**src/rtl/tsq_pkg.sv**
```systemverilog
// Shared constants and types for the PTP timestamp-queue reader.
package tsq_pkg;

  // Register block byte addresses
  localparam logic [7:0] ADDR_CTRL    = 8'h00;
  localparam logic [7:0] ADDR_STAT    = 8'h04;
  localparam logic [7:0] ADDR_RXTS_HI = 8'h50;
  localparam logic [7:0] ADDR_RXTS_LO = 8'h54;
  localparam logic [7:0] ADDR_TXTS_HI = 8'h58;
  localparam logic [7:0] ADDR_TXTS_LO = 8'h5C;

  // Control register read-enable bits; the block owns bits 11:8
  localparam int          RXQ_RD       = 10;
  localparam int          TXQ_RD       = 8;
  localparam logic [31:0] CTRL_RD_MASK = 32'h0000_0F00;

  typedef enum logic [3:0] {
    ST_INIT,
    ST_IDLE,
    ST_RD_STAT,
    ST_CHK,
    ST_RD_HI,
    ST_RD_LO,
    ST_CAP,
    ST_POP_SET,
    ST_POP_CLR,
    ST_SETTLE
  } tsq_state_e;

  // Control word with the block-owned bits replaced: all clear, or one pop bit set
  function automatic logic [31:0] ctrl_word(input logic [31:0] base,
                                            input logic        pop,
                                            input logic        tx);
    logic [31:0] w;
    w = base & ~CTRL_RD_MASK;
    if (pop && tx)
      w[TXQ_RD] = 1'b1;
    else if (pop)
      w[RXQ_RD] = 1'b1;
    return w;
  endfunction

endpackage

```
**src/rtl/tsq_out_slot.sv**
```systemverilog
// Single-entry valid/ready holding register for one timestamp and its direction.
module tsq_out_slot (
  input  logic        clk,
  input  logic        rst,
  input  logic        load,
  input  logic        load_dir,
  input  logic [55:0] load_data,
  input  logic        ready,
  output logic        valid,
  output logic        dir,
  output logic [55:0] data
);

  // A new load takes priority over a same-cycle hand-off; payload holds while valid
  always_ff @(posedge clk or negedge rst) begin
    if (!rst) begin
      valid <= 1'b0;
      dir   <= 1'b0;
      data  <= '0;
    end else if (load) begin
      valid <= 1'b1;
      dir   <= load_dir;
      data  <= load_data;
    end else if (valid && ready) begin
      valid <= 1'b0;
    end
  end

endmodule

```
**src/rtl/tsq_reader.sv**
```systemverilog
// Register-bus initiator that drains the RX/TX timestamp queues into a stream.
//
// state      | meaning
// -----------+---------------------------------------------------------------
// ST_INIT    | issue one control write clearing bits 11:8 (queues a write)
// ST_IDLE    | poll timer runs while enabled; leaves only when slot is empty
// ST_RD_STAT | status read strobe on the bus
// ST_CHK     | status data returned; pick a queue or go back to idle
// ST_RD_HI   | high timestamp word read strobe
// ST_RD_LO   | low word read strobe; high word data returned
// ST_CAP     | low word data returned; slot loaded
// ST_POP_SET | control write with the selected read-enable bit set
// ST_POP_CLR | control write with bits 11:8 cleared
// ST_SETTLE  | let the pop propagate through the register block
module tsq_reader
  import tsq_pkg::*;
#(
  parameter int POLL_CYCLES   = 16,
  parameter int SETTLE_CYCLES = 6
) (
  input  logic        clk,
  input  logic        rst,
  input  logic        enable_in,
  input  logic [31:0] ctrl_base_in,
  output logic        wr_out,
  output logic        rd_out,
  output logic [7:0]  addr_out,
  output logic [31:0] data_out,
  input  logic [31:0] data_in,
  output logic        ts_valid_out,
  input  logic        ts_ready_in,
  output logic        ts_dir_out,
  output logic [55:0] ts_data_out,
  output logic        busy_out
);

  // Poll timer counts down to zero; zero is "expired". Settle timer reload
  // accounts for the single idle cycle spent before the next status read.
  localparam logic [7:0] POLL_RELOAD   = 8'(POLL_CYCLES - 1);
  localparam logic [7:0] SETTLE_RELOAD = 8'(SETTLE_CYCLES - 2);

  tsq_state_e  state;
  logic [7:0]  poll_cnt;
  logic [7:0]  settle_cnt;
  logic        rr_tx;
  logic        sel_tx;
  logic [23:0] ts_hi;
  logic        rx_ne;
  logic        tx_ne;
  logic        pick_tx;
  logic        cap_load;

  assign rx_ne    = |data_in[23:16];
  assign tx_ne    = |data_in[7:0];
  assign pick_tx  = (rx_ne && tx_ne) ? rr_tx : tx_ne;
  assign cap_load = (state == ST_CAP);

  // Sequencer: bus strobes are registered together with the state they belong to
  always_ff @(posedge clk or negedge rst) begin
    if (!rst) begin
      state      <= ST_INIT;
      poll_cnt   <= '0;
      settle_cnt <= '0;
      rr_tx      <= 1'b0;
      sel_tx     <= 1'b0;
      ts_hi      <= '0;
      wr_out     <= 1'b0;
      rd_out     <= 1'b0;
      addr_out   <= '0;
      data_out   <= '0;
      busy_out   <= 1'b0;
    end else begin
      wr_out   <= 1'b0;
      rd_out   <= 1'b0;
      addr_out <= '0;
      data_out <= '0;
      case (state)
        ST_INIT: begin
          wr_out   <= 1'b1;
          addr_out <= ADDR_CTRL;
          data_out <= ctrl_word(ctrl_base_in, 1'b0, 1'b0);
          state    <= ST_IDLE;
        end
        ST_IDLE: begin
          if (enable_in) begin
            if (poll_cnt != '0) begin
              poll_cnt <= poll_cnt - 8'd1;
            end else if (!ts_valid_out) begin
              rd_out   <= 1'b1;
              addr_out <= ADDR_STAT;
              busy_out <= 1'b1;
              state    <= ST_RD_STAT;
            end
          end
        end
        ST_RD_STAT: begin
          state <= ST_CHK;
        end
        ST_CHK: begin
          if (!rx_ne && !tx_ne) begin
            poll_cnt <= POLL_RELOAD;
            busy_out <= 1'b0;
            state    <= ST_IDLE;
          end else begin
            sel_tx   <= pick_tx;
            if (rx_ne && tx_ne)
              rr_tx <= ~rr_tx;
            rd_out   <= 1'b1;
            addr_out <= pick_tx ? ADDR_TXTS_HI : ADDR_RXTS_HI;
            state    <= ST_RD_HI;
          end
        end
        ST_RD_HI: begin
          rd_out   <= 1'b1;
          addr_out <= sel_tx ? ADDR_TXTS_LO : ADDR_RXTS_LO;
          state    <= ST_RD_LO;
        end
        ST_RD_LO: begin
          ts_hi <= data_in[23:0];
          state <= ST_CAP;
        end
        ST_CAP: begin
          wr_out   <= 1'b1;
          addr_out <= ADDR_CTRL;
          data_out <= ctrl_word(ctrl_base_in, 1'b1, sel_tx);
          state    <= ST_POP_SET;
        end
        ST_POP_SET: begin
          wr_out   <= 1'b1;
          addr_out <= ADDR_CTRL;
          data_out <= ctrl_word(ctrl_base_in, 1'b0, sel_tx);
          state    <= ST_POP_CLR;
        end
        ST_POP_CLR: begin
          settle_cnt <= SETTLE_RELOAD;
          state      <= ST_SETTLE;
        end
        ST_SETTLE: begin
          if (settle_cnt == '0) begin
            poll_cnt <= '0;
            busy_out <= 1'b0;
            state    <= ST_IDLE;
          end else begin
            settle_cnt <= settle_cnt - 8'd1;
          end
        end
        default: begin
          state <= ST_INIT;
        end
      endcase
    end
  end

  tsq_out_slot u_slot (
    .clk       (clk),
    .rst       (rst),
    .load      (cap_load),
    .load_dir  (sel_tx),
    .load_data ({ts_hi, data_in}),
    .ready     (ts_ready_in),
    .valid     (ts_valid_out),
    .dir       (ts_dir_out),
    .data      (ts_data_out)
  );

endmodule

```
**config.mk**
```make
export PLATFORM = sky130hd
export DESIGN_NAME = tsq_reader
export DESIGN_NICKNAME = d
export VERILOG_FILES = /design/src/rtl/tsq_pkg.sv /design/src/rtl/tsq_out_slot.sv /design/src/rtl/tsq_reader.sv
export SDC_FILE = /design/constraint.sdc
export NUM_CORES = 1
export LEC_CHECK = 0
export BUFFER_PORTS_ARGS = -buffer_cell sky130_fd_sc_hd__buf_2
export CAP_MARGIN = 20
export CORE_ASPECT_RATIO = 1.1
export CORE_MARGIN = 2
export CORE_UTILIZATION = 46
export DETAILED_ROUTE_END_ITERATION = 10
export HOLD_SLACK_MARGIN = 0.03
export PLACE_DENSITY_LB_ADDON = 0.1
export SYNTH_ARGS = -nofsm -noshare
export SYNTH_HDL_FRONTEND = slang
export SYNTH_SLANG_ARGS = --single-unit
```
**constraint.sdc**
```tcl
create_clock -name clk -period 1.97 [get_ports clk]
set_input_delay 0.0985 -clock clk [delete_from_list [all_inputs] [get_ports clk]]
set_output_delay 0.0985 -clock clk [all_outputs]
set_load 0.03 [all_outputs]
```
==> results.md, run 1 <==
- The run finished with clean final reports.
- The reg-to-reg endpoint is poll_cnt[0]$_DFFE_PN0P_.
- The net count of the finished layout is 724.
- The worst register-to-register path begins at settle_cnt[0]$_DFFE_PN0P_.
- The detailed router placed 4,047 vias in this run.
- During placement, the flow inserted port buffers numbering 158.
- Measured in cells, the most critical reg-to-reg path has a length of 6.
- The relative slew slack is 0.602.
- The pre-CTS setup slack is -0.0403 ns.
- The global placer's final weighted congestion is 0.762.
- The share of synthesized area in the top cell type comes to 0.622.
- For this run, the top clock speed supported by timing is 533 MHz.
- Counting flops with a built-in enable in the synthesized netlist gives 0.
- The area growth from synthesis to layout is 42.3%.
- The total power divided by cell area is 1740 nW/um^2.
- Along the worst path, the maximum fanout reaches 5.
- At the worst endpoint, the arrival time is 2.17 ns.
- Hold is met by 0.121 ns.
- Pin placement for this block handled 169 I/O pins.
- The number of synthesis warnings is 0.
- The distinct cell type count after synthesis is 55.
- The floorplan die area is 13,100 um^2.
- Across the VDD grid, the largest voltage drop is 0.848 mV.
- Dividing the detail-routed wire length by the instance count gives 15.2 um.
- The initial core utilization is 0.470.
- The final count of pins violating max slew is 0.
- In this run the register-to-register setup slack is 0.1 ns.
- The share of synthesized registers carrying an async set or reset is 1.00.
- The total area inside the core boundary comes to 12,000 um^2.
- The chip width is 109 um.
- The number of global-route vias before repair is 4,255.
- The row count is 42.
- Once placement finished, the instance area stood at 6730 um^2.
- Setup repair after global routing left no endpoint under its margin.
- The total wire length after detailed routing is 12,400 um.
- For this run the aggregate overflow at the end of global routing stands at 0.
- STA classifies the critical path endpoint as a register.
- For this design the static power due to leakage is 3.91 nW.
- The final critical path time including I/O delays and setup is 1.87 ns.
- For this run, the total global-route usage over all layers was measured as 0.201.
- From bottom edge to top edge, the die measures 120 um.
- The final setup skew is 0.00903 ns.
- The category of the critical setup timing path is register to register.
- The hold path depth is 3.
- The first detailed-routing pass ran for 6 iterations.
- The final setup violation count is 0.
- Yosys attributes the largest share of cell area to sky130_fd_sc_hd__dfrtp_1, sky130_fd_sc_hd__mux2_2, sky130_fd_sc_hd__and2_1, sky130_fd_sc_hd__nand2b_1, sky130_fd_sc_hd__buf_4.
- In this run the cell area of the synthesized design comes to 5630 um^2.
- The vias per cell is 4.95.
- For the worst setup path, the data required time is 2.26 ns.
- The number of antenna violations at the first check in global routing came to 0.
- The clock tree synthesis step divided the H-tree into 4 levels.
- TritonCTS built the clock tree.
- The largest area contributor in the netlist is sky130_fd_sc_hd__dfrtp_1.
- The most used flip-flop cell after synthesis is sky130_fd_sc_hd__dfrtp_1.
- The share of cells above drive strength 1 is 0.474.
- STA classifies the critical path startpoint as a register.
- The first-pass GRT wire length is 20,500 um.
- The repair_antennas step left the layout with diodes totalling 0.
- After clock tree synthesis, the clock-pin slew on the worst setup and hold paths is 0.06 ns.
- The average instance area after synthesis is 13.7 um^2.
- Setup slack on the critical path of the routed design comes to 0.0952 ns.
- The max-cap check violation count is 0.
- The tree built by TritonCTS fans out to 140 sinks.
- The fraction of the cycle the final worst path needs is 0.952.
- The aggregate negative setup slack is 0 ns.
- After synthesis the netlist holds a flip-flop and latch count of 140.
- The number of failing hold endpoints at the final stage is 0.
- Buffers inserted during clock tree synthesis total 17.
- After detailed routing, the number of remaining DRC violations is 0.
- The end point of the most critical hold path is poll_cnt[4]$_DFFE_PN0P_.
- In this run the worst hold path is classified as primary input to register.
- After routing the design area is 8010 um^2.
- The sequential area share after synthesis is 0.622.
- The clock tree root buffer cell is sky130_fd_sc_hd__clkbuf_16.
- Detailed placement finished with a half-perimeter wire length of 8050 um.
- At the pin with the least slew margin, the transition time is 0.598 ns.
- The startpoint identified for the worst hold timing path is enable_in.
- The commonest cells after synthesis are sky130_fd_sc_hd__dfrtp_1, sky130_fd_sc_hd__mux2_2, sky130_fd_sc_hd__and2_1, sky130_fd_sc_hd__nand2_1.
- At the later pin of the worst-skew pair, clock insertion delay measures 0.41 ns.
- Synthesis handed over a netlist of 410 instances.
- The number of DRC markers after the initial detailed-route iteration is 143.
- The most common cell in the synthesized netlist is sky130_fd_sc_hd__dfrtp_1.
- The number of antenna-violating nets in the routed design is 0.
- The maximum count of clock buffers along a single path is 2.
- The maximum number of pins on one net before global-route repair is 64.
==> critical path, stage by stage, from the launching register on <==
cell                       delay, ns
sky130_fd_sc_hd__dfrtp_1        0.38
sky130_fd_sc_hd__inv_1          0.08
sky130_fd_sc_hd__ha_1           0.14
sky130_fd_sc_hd__or3b_4         0.38
sky130_fd_sc_hd__o21a_4         0.25
sky130_fd_sc_hd__a2111o_1       0.39
sky130_fd_sc_hd__o2111a_1       0.14
==> where the power goes <==
part	switching [W]	internal, W
Sequential	0.000649	0.00416
Clock	0.00123	0.00203
Combinational	0.00350	0.00238
==> through the flow <==
step | total power, W | util | cells
final | 0.0139 | 0.669 | 817
after global routing | 0.0148 | 0.669 | 817
after CTS | 0.0140 | 0.664 | 815
after detailed placement | 0.0106 | 0.562 | 723
after global placement | 0.0104 | 0.562 | 723
after floorplan | 0.00883 | - | 415
==> cell families (layout without fill, tap and decap cells) <==
family / after synthesis / after routing / synth area share
AO/OA/AOI/OAI: 41 / 41 / 0.0540
XOR/XNOR: 4 / 4 / 0.00622
adder cells (fa/ha/maj): 4 / 4 / 0.00889
buffers and inverters: 36 / 284 / 0.0329
flip-flops: 140 / 140 / 0.622
multiplexers: 85 / 85 / 0.169
other: 1 / 6 / 0.000666
AND/OR/NAND/NOR: 99 / 99 / 0.106
==> cell usage in the layout, fill, tap and decap left out, types with 2 or more instances in the layout <==
cell                            instances
sky130_fd_sc_hd__mux2i_1                4
sky130_fd_sc_hd__clkinv_4               4
sky130_fd_sc_hd__buf_2                157
sky130_fd_sc_hd__ha_1                   4
sky130_fd_sc_hd__o21ai_0                7
sky130_fd_sc_hd__nand3_1                5
sky130_fd_sc_hd__buf_4                 20
sky130_fd_sc_hd__nor2_1                 8
sky130_fd_sc_hd__dfrtp_1              139
sky130_fd_sc_hd__dlygate4sd3_1         62
sky130_fd_sc_hd__nor3_1                 7
sky130_fd_sc_hd__a21oi_1                8
sky130_fd_sc_hd__o31ai_1                3
sky130_fd_sc_hd__nor4_1                 4
sky130_fd_sc_hd__mux2_2                81
sky130_fd_sc_hd__nor4_2                 2
sky130_fd_sc_hd__nand2_1               12
sky130_fd_sc_hd__bufinv_16              3
sky130_fd_sc_hd__or3_1                  3
sky130_fd_sc_hd__clkbuf_16             17
sky130_fd_sc_hd__a2bb2oi_1              3
sky130_fd_sc_hd__a21o_1                 2
sky130_fd_sc_hd__xnor2_1                2
sky130_fd_sc_hd__buf_12                 5
sky130_fd_sc_hd__conb_1                 6
sky130_fd_sc_hd__and2_1                30
sky130_fd_sc_hd__a31oi_1                3
sky130_fd_sc_hd__xor2_1                 2
sky130_fd_sc_hd__inv_1                  9
sky130_fd_sc_hd__inv_6                  3
sky130_fd_sc_hd__nand2b_1              10
sky130_fd_sc_hd__o211ai_1               2
==> worst max path at each step <==
stage                                    from                         to  slack (ns)  cells after the start
detailed placement  settle_cnt[0]$_DFFE_PN0P_    poll_cnt[1]$_DFFE_PN0P_       -0.04                      6
floorplan           settle_cnt[0]$_DFFE_PN0P_    poll_cnt[0]$_DFFE_PN0P_        0.01                      7
CTS                               data_in[20]    poll_cnt[7]$_DFFE_PN0P_       0.001                      7
global placement    settle_cnt[0]$_DFFE_PN0P_    poll_cnt[1]$_DFFE_PN0P_        0.04                      6
global route             state[1]$_DFFE_PN0P_  settle_cnt[6]$_DFFE_PN0P_       0.007                      5
finish              settle_cnt[0]$_DFFE_PN0P_    poll_cnt[0]$_DFFE_PN0P_         0.1                      6
==> area by class of cell <==
cell class	count	area, um^2
Fill cell	908	3970
Multi-Input combinational cell	239	2010
Timing Repair Buffer	245	1670
Inverter	9	33.8
Clock buffer	18	439
Tap cell	154	193
Clock inverter	12	164
Sequential cell	140	3500
==> flip-flops by register name, indices dropped and copies added (netlist names) <==
signal,cells
data_out,30
ts_hi,24
busy_out,1
u_slot.data,56
u_slot.dir,1
sel_tx,1
rr_tx,1
wr_out,1
u_slot.valid,1
poll_cnt,8
state,4
addr_out,3
rd_out,1
settle_cnt,8
==> layer usage <==
layer  global-route usage  up-vias  wire length [um]
li1                     -     1909                 -
met1                0.259     1989              5340
met2                0.313      132              6040
met3               0.0777       17               873
met4               0.0649        0               183
met5                    0        -                 0
==> repair_timing <==
item | in CTS | in global routing
resized for setup | 2 | 7
setup buffers | 0 | 3
pin swaps | 0 | 5
hold endpoints to repair | 146 | 0
endpoints found under the setup margin | 4 | 9
hold buffers | 62 | 0
gates cloned | 0 | 0
Power figures use the tool's default switching activity.
==> run 2, diff against run 1 <==
PLACE_DENSITY = 0.75   (was not set)
PLACE_DENSITY_LB_ADDON = not set   (was 0.1)
==> results.md, run 2 (synthesized netlist as in run 1, its figures left out) <==
- The final count of pins violating max slew is 0 (unchanged).
- Worst path cell trace: inv_2 -> ha_1 -> or4b_4 -> o211ai_4 -> a221oi_4 -> buf_12 -> a31oi_1 (was inv_1 -> ha_1 -> or3b_4 -> o21a_4 -> a2111o_1 -> o2111a_1).
- Commonest non-fill, non-tap cells in the layout: sky130_fd_sc_hd__buf_2, sky130_fd_sc_hd__dfrtp_1, sky130_fd_sc_hd__mux2_2 (unchanged).
- The max-cap check violation count is 0 (unchanged).
- The number of global-route vias before repair was 4,349 (was 4,255).
- Registers with the most flip-flops: u_slot.data: 56 flops, data_out: 30 flops, ts_hi: 24 flops (unchanged).
- The type of the most critical hold path is primary input to register (unchanged).
- The global placer's final weighted congestion is 0.837 (was 0.762).
- The final setup violation count is 0 (unchanged).
- The clock latency at the later pin of the worst-skew pair is 0.41 ns (about the same).
- The final critical path time including I/O delays and setup came to 1.94 ns (was 1.87 ns).
- The leading cell type in the layout, fill and taps excluded was sky130_fd_sc_hd__buf_2 (unchanged).
- The clock tree root buffer cell was sky130_fd_sc_hd__clkbuf_16 (unchanged).
- Run status: completed (unchanged).
- The category of the critical setup timing path is register to register (unchanged).
- The number of optimization iterations in the first detailed-route pass came to 4 (was 6).
- The initial core utilization is 0.470 (unchanged).
- The die height is 120 um (unchanged).
- The total power divided by cell area was 1730 nW/um^2 (was 1740 nW/um^2).
- The remaining design rule violation count is 0 (unchanged).
- The final HPWL from detailed placement is 8190 um (was 8050 um).
- The aggregate negative setup slack is 0 ns (unchanged).
- The number of nets in the layout is 725 (was 724).
- The vias per cell was 5.10 (was 4.95).
- The number of input and output port buffers inserted was 158 (unchanged).
- The number of failing hold endpoints at the final stage was 0 (unchanged).
- The total congestion overflow is 0 (unchanged).
- The routed via count is 4,162 (was 4,047).
- The maximum count of clock buffers along a single path is 2 (unchanged).
- The origin of the worst setup path is poll_cnt[1]$_DFFE_PN0P_ (was settle_cnt[0]$_DFFE_PN0P_).
- The number of flip-flops in the largest register is 56 (unchanged).
- The post-placement cell area is 6700 um^2 (was 6730 um^2).
- The startpoint type of the worst setup path was a register (unchanged).
- The row count was 42 (unchanged).
- The boundary pin count is 169 (unchanged).
- The chip width is 109 um (unchanged).
- The highest cell delay on the worst timing path was 0.51 ns (was 0.39 ns).
- The type of element capturing the critical path is a register (unchanged).
- The first-pass GRT wire length was 21,200 um (was 20,500 um).
- The routed wirelength normalized by instance count is 16.3 um (was 15.2 um).
- The share of cells above drive strength 1 came to 0.477 (was 0.474).
- The sink count of the clock tree was 140 (unchanged).
- The number of antenna violations at the first check in global routing is 0 (unchanged).
- The CTS H-tree depth is 4 (unchanged).
- The CTS tree is yes (unchanged).
- The final design instance area without fill is 7960 um^2 (was 8010 um^2).
- The highest attainable clock frequency is 515 MHz (was 533 MHz).
- The clock input transition at the sequential cells of the worst setup and hold paths is 0.06 ns (about the same).
- The leakage power summed over all cells came to 3.88 nW (was 3.91 nW).
- The fraction of the cycle the final worst path needs came to 0.986 (was 0.952).
- The final setup skew is 0.00593 ns (was 0.00903 ns).
- The top register by number of flip-flops is u_slot.data (unchanged).
- The core box area is 12,000 um^2 (unchanged).
- The floorplan die area is 13,100 um^2 (unchanged).
- The data required time of the critical path is 2.29 ns (was 2.26 ns).
- The combined buffer and inverter count along the critical path was 2 (was 1).
- The worst voltage drop across the vdd grid is 0.839 mV (was 0.848 mV).
- The highest fanout seen on the critical path is 7 (was 5).
- The number of DRC markers after the initial detailed-route iteration came to 238 (was 143).
- The total wire length after detailed routing is 13,300 um (was 12,400 um).
- The maximum number of pins on one net before global-route repair came to 50 (was 64).
- The cell with the largest stage delay on the worst path is sky130_fd_sc_hd__or4b_4 (was sky130_fd_sc_hd__a2111o_1).
- The CTS buffer count is 17 (unchanged).
- The number of antenna-violating nets in the routed design is 0 (unchanged).
- The area growth from synthesis to layout was 41.5% (was 42.3%).
- The worst flop-to-flop path startpoint is poll_cnt[1]$_DFFE_PN0P_ (was settle_cnt[0]$_DFFE_PN0P_).
- The cell type group with the largest total delay on the critical path is compound AO/OA/AOI/OAI gates (unchanged).
- The data arrival time of the critical path is 2.26 ns (was 2.17 ns).
- The startpoint of the tightest hold check path is enable_in (unchanged).
- The total routing usage reported by global routing is 0.211 (was 0.201).
- The antenna cell count was 0 (unchanged).
## run 2: final cells by class
type,count,area (um^2)
fillers,835,4020
inverters,9,33.8
multi-input cells,239,2040
flip-flops and latches,140,3500
repair buffers,246,1680
well taps,154,193
clock inverters,6,41.3
clock buffers,22,474
## run 2: worst register-to-register path: cells and delay by family (launching register included)
kind            cells  cell delay, ns
compound gates      3            0.55
fa+ha+maj           1            0.13
buf+inv             2            0.24
flops               1            0.41
simple gates        1            0.51
## run 2: path summary, 6_finish.rpt
check	to	cells after the start	slack (ns)
min reg2reg	rr_tx$_DFFE_PN0P_	1	0.48
max reg2reg	poll_cnt[5]$_DFFE_PN0P_	7	0.03
min in group asynchronous	data_out[30]$_DFF_PN0_	2	0.21
min	poll_cnt[4]$_DFFE_PN0P_	3	0.14
max in group asynchronous	ts_hi[18]$_DFFE_PN0P_	3	1.14
max	poll_cnt[5]$_DFFE_PN0P_	7	0.03
## run 2: where the power goes
part           total [W]  internal, W  switching [W]
clock            0.00280      0.00168        0.00112
combinational    0.00611      0.00247        0.00363
sequential       0.00486      0.00416       0.000698
total             0.0138      0.00831        0.00545
## run 2: layer usage
layer | global-route usage | wire length, um | vias up
met3 | 0.0608 | 700 | 37
met4 | 0.104 | 457 | 0
met5 | 0 | 0 | -
met2 | 0.356 | 6930 | 147
li1 | - | - | 1914
met1 | 0.242 | 5200 | 2064
## run 2: metrics by stage
| stage | std cells | hold WS [ns] | utilization | power [W] | setup slack (ns) |
|---|---|---|---|---|---|
| global placement | 720 | 0.0733 | 0.559 | 0.0103 | 0.0357 |
| floorplan | 415 | -0.197 | - | 0.00883 | 0.0115 |
| detailed placement | 720 | 0.0760 | 0.559 | 0.0106 | -0.0730 |
| finish | 816 | 0.142 | 0.665 | 0.0138 | 0.0267 |
| CTS | 811 | 0.121 | 0.657 | 0.0136 | 0.0174 |
| global route | 816 | 0.152 | 0.665 | 0.0145 | -0.0181 |
## run 2: what timing repair did
item,in CTS,in global routing
setup buffers,1,5
resized for setup,5,10
gates cloned,0,0
endpoints found under the hold margin,132,0
hold buffers,62,0
pin swaps,0,3
endpoints found under the setup margin,10,11
